--- config.mk ---
export PLATFORM = sky130hd
export DESIGN_NAME = exception_ctrl
export DESIGN_NICKNAME = d
export VERILOG_FILES = /design/src/rtl/exception_ctrl.sv
export SDC_FILE = /design/constraint.sdc
export NUM_CORES = 1
export LEC_CHECK = 0
export CAP_MARGIN = 25
export CORE_ASPECT_RATIO = 0.9
export CORE_UTILIZATION = 32
export DETAILED_ROUTE_END_ITERATION = 8
export GPL_TIMING_DRIVEN = 0
export PLACE_DENSITY_LB_ADDON = 0.15
export RECOVER_POWER = 100
export REMOVE_ABC_BUFFERS = 1
export SETUP_SLACK_MARGIN = 0.4
export SYNTH_ARGS = -nofsm -noshare
export SYNTH_HDL_FRONTEND = slang
export SYNTH_SLANG_ARGS = --single-unit
--- constraint.sdc ---
create_clock -name clk -period 6.1 [get_ports clk]
set_clock_uncertainty 0.05 [all_clocks]
set_input_delay 1.22 -clock clk [delete_from_list [all_inputs] [get_ports clk]]
set_output_delay 1.22 -clock clk [all_outputs]
set_load 0.02 [all_outputs]
--- src/rtl/exception_ctrl.sv ---
// Exception/interrupt controller. It takes undefined-instruction exceptions and
// edge-triggered interrupts at the ID stage, runs a single-level handler and locks up on a nested exception.
module exception_ctrl #(
    parameter logic [31:0] INT_VECTOR = 32'h80000004,
    parameter logic [31:0] EXC_VECTOR = 32'h80000008
) (
    input  logic        clk,
    input  logic        rst,
    input  logic        irq,
    input  logic        exc_req,
    input  logic        eret,
    input  logic        pipe_stall,
    input  logic        id_valid,
    input  logic [31:0] id_pc,
    input  logic [31:0] pc_int,
    output logic        pc_int_write,
    output logic [31:0] pc_int_data,
    output logic        redirect,
    output logic [31:0] redirect_pc,
    output logic        flush_if,
    output logic        flush_id,
    output logic        kmode,
    output logic [1:0]  cause,
    output logic        halt,
    output logic [1:0]  state_dbg
);

    typedef enum logic [1:0] {
        IDLE    = 2'd0,
        HANDLER = 2'd1,
        RETURN  = 2'd2,
        LOCK    = 2'd3
    } state_t;

    state_t state, next_state;
    logic   irq_q, irq_pend;
    logic   id_go, take_exc, take_int, do_eret, do_lock;

    // Handshake: a take or nested-exception event fires only when ID holds a
    // real instruction (id_valid) that is leaving this cycle (~pipe_stall);
    // otherwise the request is simply retained.
    assign id_go    = id_valid & ~pipe_stall;
    assign take_exc = (state == IDLE) & id_go & exc_req;
    assign take_int = (state == IDLE) & id_go & ~exc_req & irq_pend;
    assign do_eret  = (state == HANDLER) & eret & ~pipe_stall;
    assign do_lock  = (state == HANDLER) & ~do_eret & exc_req & id_go;

    assign state_dbg = state;

    always_ff @(posedge clk) begin
        if (rst) begin
            state    <= IDLE;
            irq_q    <= 1'b0;
            irq_pend <= 1'b0;
            kmode    <= 1'b0;
            cause    <= 2'b00;
            halt     <= 1'b0;
        end else begin
            state    <= next_state;
            irq_q    <= irq;
            // A new edge in the take cycle must not be lost.
            irq_pend <= (irq & ~irq_q) | (irq_pend & ~take_int);
            kmode    <= (next_state == HANDLER) || (next_state == LOCK);
            halt     <= (next_state == LOCK);
            if (take_exc)
                cause <= 2'b10;
            else if (take_int)
                cause <= 2'b01;
            else if (do_eret)
                cause <= 2'b00;
        end
    end

    always_comb begin
        next_state = state;
        case (state)
            IDLE:    if (take_exc || take_int) next_state = HANDLER;
            HANDLER: if (do_eret) next_state = RETURN;
                     else if (do_lock) next_state = LOCK;
            RETURN:  next_state = IDLE;
            LOCK:    next_state = LOCK;
            default: next_state = IDLE;
        endcase
    end

    always_comb begin
        pc_int_write = 1'b0;
        pc_int_data  = 32'd0;
        redirect     = 1'b0;
        redirect_pc  = 32'd0;
        flush_if     = 1'b0;
        flush_id     = 1'b0;
        if (!rst) begin
            case (state)
                IDLE: begin
                    if (take_exc) begin
                        pc_int_write = 1'b1;
                        pc_int_data  = id_pc + 32'd4;
                        redirect     = 1'b1;
                        redirect_pc  = EXC_VECTOR;
                        flush_if     = 1'b1;
                        flush_id     = 1'b1;
                    end else if (take_int) begin
                        pc_int_write = 1'b1;
                        pc_int_data  = id_pc;
                        redirect     = 1'b1;
                        redirect_pc  = INT_VECTOR;
                        flush_if     = 1'b1;
                        flush_id     = 1'b1;
                    end
                end
                HANDLER: begin
                    if (do_eret) begin
                        redirect    = 1'b1;
                        redirect_pc = pc_int;
                        flush_if    = 1'b1;
                    end
                end
                LOCK:    flush_if = 1'b1;
                default: ;
            endcase
        end
    end

endmodule

==> impl_summary.txt, run 1 <==
----------------------------------------------------
[Detailed routing]
  Remaining routing DRC violations ... 0
  Average wire length per cell after detail routing ... 13.61 µm
  Detailed-route wire length on metal 1 ... 2468 µm
  Met2 WL post-DR ... 2792 µm
  DR vias/cell ... just under 5
  Met3 WL post-DR ... 377 µm
  Number of detailed-route iterations in the first pass ... 5
  Via count of the routed design ... 2078
  Routed Wire Length ... 5687 µm
  Initial DRC Count ... 62
  Remaining antenna violation count ... 0
  Top Layer Used ... met4

[Power and ir drop]
  IR drop worst, VDD ... 0.1501 mV
  Share of total power in sequential cells ... 21.6%
  Share of power burned in combinational logic ... between 40% and 50%
  Power spent charging and discharging nets ... ~0.074 mW
  Cell-internal power ... 0.1570 mW
  Power density over the cells ... 79.50 nW/µm²
  Sw Ratio ... 32.12%
  Clock group share of total power ... 28.6%
  Leak Pwr ... between 1 and 1.5 nW

[Final layout]
  Post-route cell area ... between 2000 and 3000 µm²
  Post-layout utilization of the core ... between 60% and 70%
  Number of inserted filler cells in the final layout ... 363
  Total area of multi-input combinational cells ... approximately 1200 µm²
  Number of nets in the final layout ... around 430
  Sequential Area ... ~140 µm²
  Number of antenna cells inserted ... 0
  Synthesis-to-finish area growth ... 105.2%
  Share of cells above drive strength 1 ... 2.793%

[Die]
  Die width ... 72.16 µm
  Placeable core area ... 4156 µm²
  Floorplan die area ... about 4700 µm²
  Initial cell density of the core ... 34.11%
  Total number of placement rows ... 22
  Top-Level Pins ... 145
  Vertical die dimension ... 65.14 µm

[STA]
  Final setup violating endpoints ... 0
  Final hold violation count ... 0
  Share of the clock period used by the worst path after layout ... 94.71%
  Slew Limit Fails ... 0
  Final worst-path setup slack ... 0.3225 ns
  Slew at the pin with the worst max-slew slack ... 0.8568 ns
  Relative slew slack ... approximately 42%
  Unrepaired setup endpoints after global routing ... false
  Time the worst path needs with I/O delays and setup ... 5.778 ns
  Achievable Freq ... 173.1 MHz
  Post-Route Setup TNS ... 0 ns
  Post-Route Hold Slack ... 0.4260 ns

[Global routing]
  Pin count of the biggest net entering global routing ... 23
  Wire length of the first global-routing pass ... 8928 µm
  Remaining Overflow, GRT ... 0
  Total Routing Usage GR ... 23.79%
  Number of global-route vias before repair ... about 1900
  Antenna violations before repair ... 0

[Worst hold path]
  Path class of the lowest-slack min-delay path ... reg -> reg

[Logic synthesis]
  Synth top area share ... 13.68%
  Number of warnings printed during yosys synthesis ... 0
  Average footprint of a synthesized cell ... approximately 6.4 µm²
  Main synth FF type ... dfxtp_1
  Cell types with the largest area share after synthesis ... and2_1 14%, dfxtp_1 9.9%, nor2_1 7.9%
  Number of synthesized flops with an enable pin ... 0
  Post-synthesis register bit count ... 7
  Share of flip-flops with an asynchronous set or reset after synthesis ... 0%
  Fraction of the yosys area taken by sequential cells ... approximately a tenth
  Post-Syn Instances ... 222
  Commonest cells in the netlist ... 31 x and2_1, 30 x nor2_1, 23 x nand2_1
  Largest area contributor in the netlist ... and2_1
  Most frequently used cell type in the post-synthesis netlist ... and2_1
  Area of the mapped netlist ... 1418 µm²
  Count of unique library cells instantiated by Yosys ... 42

[Clock network]
  CTS Buf Count ... 3
  TritonCTS sink count ... 7
  Setup repair bufs after CTS ... 0
  Hold buffers post-CTS ... 0
  Clock tree from TritonCTS ... built
  Worst skew pair latency ... 0.23 ns
  Root buffer cell ... clkbuf_8
  H-tree Lvls ... 1
  Clock edge transition at the registers on the reported setup and hold paths ... 0.04 ns
  Quantity of gates resized following cts ... 0
  Maximum buffer depth of the clock tree ... 2

[Worst setup path]
  Capturing element type of the critical path ... output pin
  Arrival time at the worst endpoint ... 4.51 ns
  Startpoint type of the worst setup path ... primary input
  CP required ... approximately 4.8 ns
  Critical path class ... in -> out
  Crit path max fanout ... 9

[Placement]
  Half-perimeter wire length after detailed placement ... 4693 µm
  Area after detailed placement ... between 2000 and 3000 µm²
  Placer congestion estimate ... 0.7997
  DP Worst Slack ... 0.6003 ns
  Count of buffers from port buffering ... 144

[Run]
  Number of max-capacitance violations reported ... 0

[Run status]
  Status ... complete, no violations

----------------------------------------------------
## layout by cell type, fill, tap and decap left out, types with 7 or more instances in the layout
cell	instances
a21oi_1	12
and2_1	31
and3_1	10
clkdlybuf4s50_1	72
dfxtp_1	7
dlygate4sd3_1	72
nand2_1	23
nand3_1	16
nor2_1	31
nor3_1	9
xor2_1	7
## through the flow
step / cells / total power [mW]
finish: 418 / 0.2313
global route: 418 / 0.2442
CTS: 418 / 0.2369
detailed placement: 414 / 0.1692
global placement: 413 / 0.1671
floorplan: 209 / 0.09129
## registers in the layout, indices dropped and copies added (netlist names)
register   flops
irq_pend       1
state_dbg      2
cause          2
halt           1
irq_q          1
## cells by family after synthesis
kind of cell / count (synthesis) / share of synthesized area, %
DFF: 7 / 9.885
xor gates and xnor gates: 8 / 4.943
and+or+nand+nor: 151 / 58.87
adders and majority gates: 1 / 0.8825
AOI/OAI and AO/OA: 31 / 13.68
muxes: 8 / 5.913
buffers and inverters: 16 / 5.825
## routing by layer
metal	vias to the layer above	global-route usage (%)
met3	5	3.988
met4	0	5.882
met1	946	30.35
met2	73	41.47
met5	-	0
li1	1054	-
## worst max-delay path, cell delays in order
cell and delay (ns):
dlygate4sd3_1 0.60, or4b_1 0.69, nor2_1 0.60, nand2_1 0.21
or4_1 0.44, nand2_1 0.08, dlygate4sd3_1 0.67
## power by group through the flow
stage / Clock [mW] / Sequential [mW] / Combinational, mW
2_1_floorplan: 0 / 0.0521 / 0.0392
3_3_place_gp: 0 / 0.0507 / 0.116
3_5_place_dp: 0 / 0.0508 / 0.118
4_1_cts: 0.0678 / 0.0501 / 0.119
5_1_grt: 0.0695 / 0.0504 / 0.124
6_report: 0.0662 / 0.0500 / 0.115
## worst paths after layout
path / from / endpoint / slack [ns] / cells past startpoint
max reg2reg: state_dbg[0] / halt / 3.90 / 4
min reg2reg: irq_q / irq_pend / 0.43 / 2
max: pipe_stall / pc_int_data[18] / 0.32 / 7
min: irq_q / irq_pend / 0.43 / 2
## layout make-up
class / count / share of cell area, %
Timing Repair Buffer: 145 / 49.68
Multi-Input combinational cell: 199 / 40.99
Sequential cell: 7 / 4.817
Tap cell: 60 / 2.581
Clock buffer: 4 / 1.548
Inverter: 3 / 0.3871
Note: power is estimated with default switching activity, not from simulation.
==> run 2, diff against run 1 <==
--- a/config.mk
+++ b/config.mk
@@ -7,7 +7,7 @@
 export LEC_CHECK = 0
 export CAP_MARGIN = 25
 export CORE_ASPECT_RATIO = 0.9
-export CORE_UTILIZATION = 32
+export CORE_UTILIZATION = 30
 export DETAILED_ROUTE_END_ITERATION = 8
 export GPL_TIMING_DRIVEN = 0
 export PLACE_DENSITY_LB_ADDON = 0.15
==> constraint.sdc (replaced) <==
create_clock -name clk -period 5.9 [get_ports clk]
set_clock_uncertainty 0.05 [all_clocks]
set_input_delay 1.18 -clock clk [delete_from_list [all_inputs] [get_ports clk]]
set_output_delay 1.18 -clock clk [all_outputs]
set_load 0.02 [all_outputs]
==> run 2 against run 1 <==
  * Register-to-register slack worse by 0.22 ns
  * Die area rose by 6.5%
  * Global-route usage decreased by 2.9 points
  * Cell area rose by 0.95%
  * Wire length fell by 3.3%
  * Power rose by 3.3%
  * Hold slack improved by 0.0052 ns
  * Count of clock-buffer cells in the layout stayed put
  * Sequential share of layout area about the same
  * Via count decreased by 0.34%
  * Core utilization is 4.6 points lower
==> impl_summary.txt, run 2 (synthesis results as in run 1) <==
----------------------------------------------------
[Run status]
  Status ... complete, no violations

[Clock network]
  H-tree Lvls ... 1 (unchanged)
  Root buffer cell ... clkbuf_8
  TritonCTS sink count ... 7 (unchanged)
  CTS Buf Count ... 3 (unchanged)
  Clock tree from TritonCTS ... built
  Worst skew pair latency ... 0.23 ns (about the same)
  Clock edge transition at the registers on the reported setup and hold paths ... 0.04 ns (about the same)
  Maximum buffer depth of the clock tree ... 2 (unchanged)

[Die]
  Die width ... 74.46 µm (+3.2%)
  Total number of placement rows ... 23 (+4.5%)
  Vertical die dimension ... 67.22 µm (+3.2%)
  Initial cell density of the core ... 31.58% (-2.5 points)
  Top-Level Pins ... 145 (unchanged)
  Placeable core area ... 4489 µm² (+8.0%)
  Floorplan die area ... 5005 µm² (+6.5%)

[Detailed routing]
  Average wire length per cell after detail routing ... 13.00 µm (-4.4%)
  Initial DRC Count ... 97 (+56%)
  Routed Wire Length ... 5501 µm (-3.3%)
  Via count of the routed design ... 2071 (-0.34%)
  Remaining routing DRC violations ... 0 (unchanged)
  Remaining antenna violation count ... 0 (unchanged)
  Number of detailed-route iterations in the first pass ... 4 (-1)
  DR vias/cell ... 4.896 (-1.5%)

[STA]
  Slew Limit Fails ... 0 (unchanged)
  Unrepaired setup endpoints after global routing ... false
  Share of the clock period used by the worst path after layout ... 93.44%
  Post-Route Hold Slack ... 0.4312 ns (+0.005245 ns)
  Relative slew slack ... 42.71% (+0.27 points)
  Time the worst path needs with I/O delays and setup ... 5.513 ns
  Post-Route Setup TNS ... 0 ns (unchanged)
  Slew at the pin with the worst max-slew slack ... 0.8527 ns (-0.004018 ns)
  Final hold violation count ... 0 (unchanged)
  Achievable Freq ... 181.4 MHz
  Final setup violating endpoints ... 0 (unchanged)

[Global routing]
  Number of global-route vias before repair ... 1807 (-5.8%)
  Total Routing Usage GR ... 20.91% (-2.9 points)
  Pin count of the biggest net entering global routing ... 21 (-8.7%)
  Remaining Overflow, GRT ... 0 (unchanged)
  Antenna violations before repair ... 0 (unchanged)
  Wire length of the first global-routing pass ... 8307 µm (-7.0%)

[Worst hold path]
  Path class of the lowest-slack min-delay path ... reg -> reg

[Final layout]
  Most common library cell in the layout ignoring fill and taps ... clkdlybuf4s50_1
  Post-route cell area ... 2937 µm² (+0.95%)
  Number of nets in the final layout ... 434 (+0.70%)
  Commonest cells after routing, fill and taps aside ... 87 x clkdlybuf4s50_1, 57 x dlygate4sd3_1, 31 x and2_1
  Synthesis-to-finish area growth ... 107.1%
  Share of cells above drive strength 1 ... 4.155% (+1.4 points)
  Number of antenna cells inserted ... 0 (unchanged)

[Worst setup path]
  Startpoint type of the worst setup path ... primary input
  Crit path max fanout ... 11 (+2)
  Count of buffer and inverter cells on the critical path ... 2 (unchanged)
  Capturing element type of the critical path ... output pin
  CP required ... 4.67 ns (-0.16 ns)
  Critical path class ... in -> out
  Crit path max-delay family ... simple AND/OR/NAND/NOR gates
  CP cell instances ... dlygate4sd3_1, or4b_1, or3_1, or4_1, nand2_1, clkdlybuf4s50_1
  Delay of the slowest cell on the worst path ... 0.69 ns (about the same)
  Crit-path slowest cell ... or4b_1
  Arrival time at the worst endpoint ... 4.28 ns (-0.23 ns)

[Placement]
  Placer congestion estimate ... 0.8235 (+3.0%)
  Half-perimeter wire length after detailed placement ... 4528 µm (-3.5%)
  Count of buffers from port buffering ... 144 (unchanged)
  Area after detailed placement ... 2877 µm² (about the same)

[Power and ir drop]
  IR drop worst, VDD ... 0.1351 mV (-10%)
  Leak Pwr ... 1.214 nW (-3.1%)
  Power density over the cells ... 81.36 nW/µm² (+2.3%)
  Total power draw ... 0.2389 mW (+3.3%)

[Run]
  Number of max-capacitance violations reported ... 0 (unchanged)

----------------------------------------------------
## run 2: cell count changes in the layout (fill, tap and decap cells not counted), sizes merged
cell / change
dlygate4sd3: -15
clkdlybuf4s50: +15
buf: +3
## run 2: power by group
group | total (mW) | switching (mW) | leakage, nW | internal [mW]
registers | 0.0517 | 0.00214 | 0.0573 | 0.0495
logic | 0.119 | 0.0521 | 1.13 | 0.0666
clock network | 0.0686 | 0.0217 | 0.0228 | 0.0468
## run 2: path summary, 6_finish.rpt
kind | cells after the start | end | slack, ns | startpoint
max | 6 | pc_int_data[18] | 0.39 | pipe_stall
min | 2 | irq_pend | 0.43 | irq_q
min reg2reg | 2 | irq_pend | 0.43 | irq_q
max reg2reg | 4 | halt | 3.68 | state_dbg[1]
## run 2: layer usage
| metal | vias to the layer above | part of all wire, % | global-route usage [%] |
|---|---|---|---|
| met5 | - | 0 | 0 |
| met3 | 2 | 7.6 | 4.030 |
| met2 | 84 | 46 | 33.00 |
| met1 | 922 | 46 | 29.96 |
| li1 | 1063 | - | - |
| met4 | 0 | 0.33 | 2.830 |
## run 2: what timing repair did
action	in CTS	in global routing
hold buffers	0	0
buffers inserted	0	3
gates resized for setup	0	2
endpoints found under the setup margin	0	8
## run 2: layout make-up
class / count / area [µm²]
fill: 433 / 1553
timing repair buffer: 148 / 1468
multi-input combinational: 199 / 1195
sequential: 7 / 140.1
tap: 62 / 77.57
clock buffer: 4 / 45.04
inverter: 3 / 11.26
## run 2: worst register-to-register path: stages, from the launching register on
cell and delay (ns):
dfxtp_1 0.42, or4b_1 0.75, nor2_1 0.68, a21oi_1 0.13, nor2b_1 0.13
## run 2: per-stage QoR
| step | util, % | setup slack (ns) | cells |
|---|---|---|---|
| floorplan | - | 1.569 | 209 |
| global placement | 63.82 | 0.4860 | 415 |
| detailed placement | 64.07 | 0.5031 | 416 |
| CTS | 65.08 | 0.4838 | 420 |
| global route | 65.41 | 0.2328 | 423 |
| finish | 65.41 | 0.3868 | 423 |
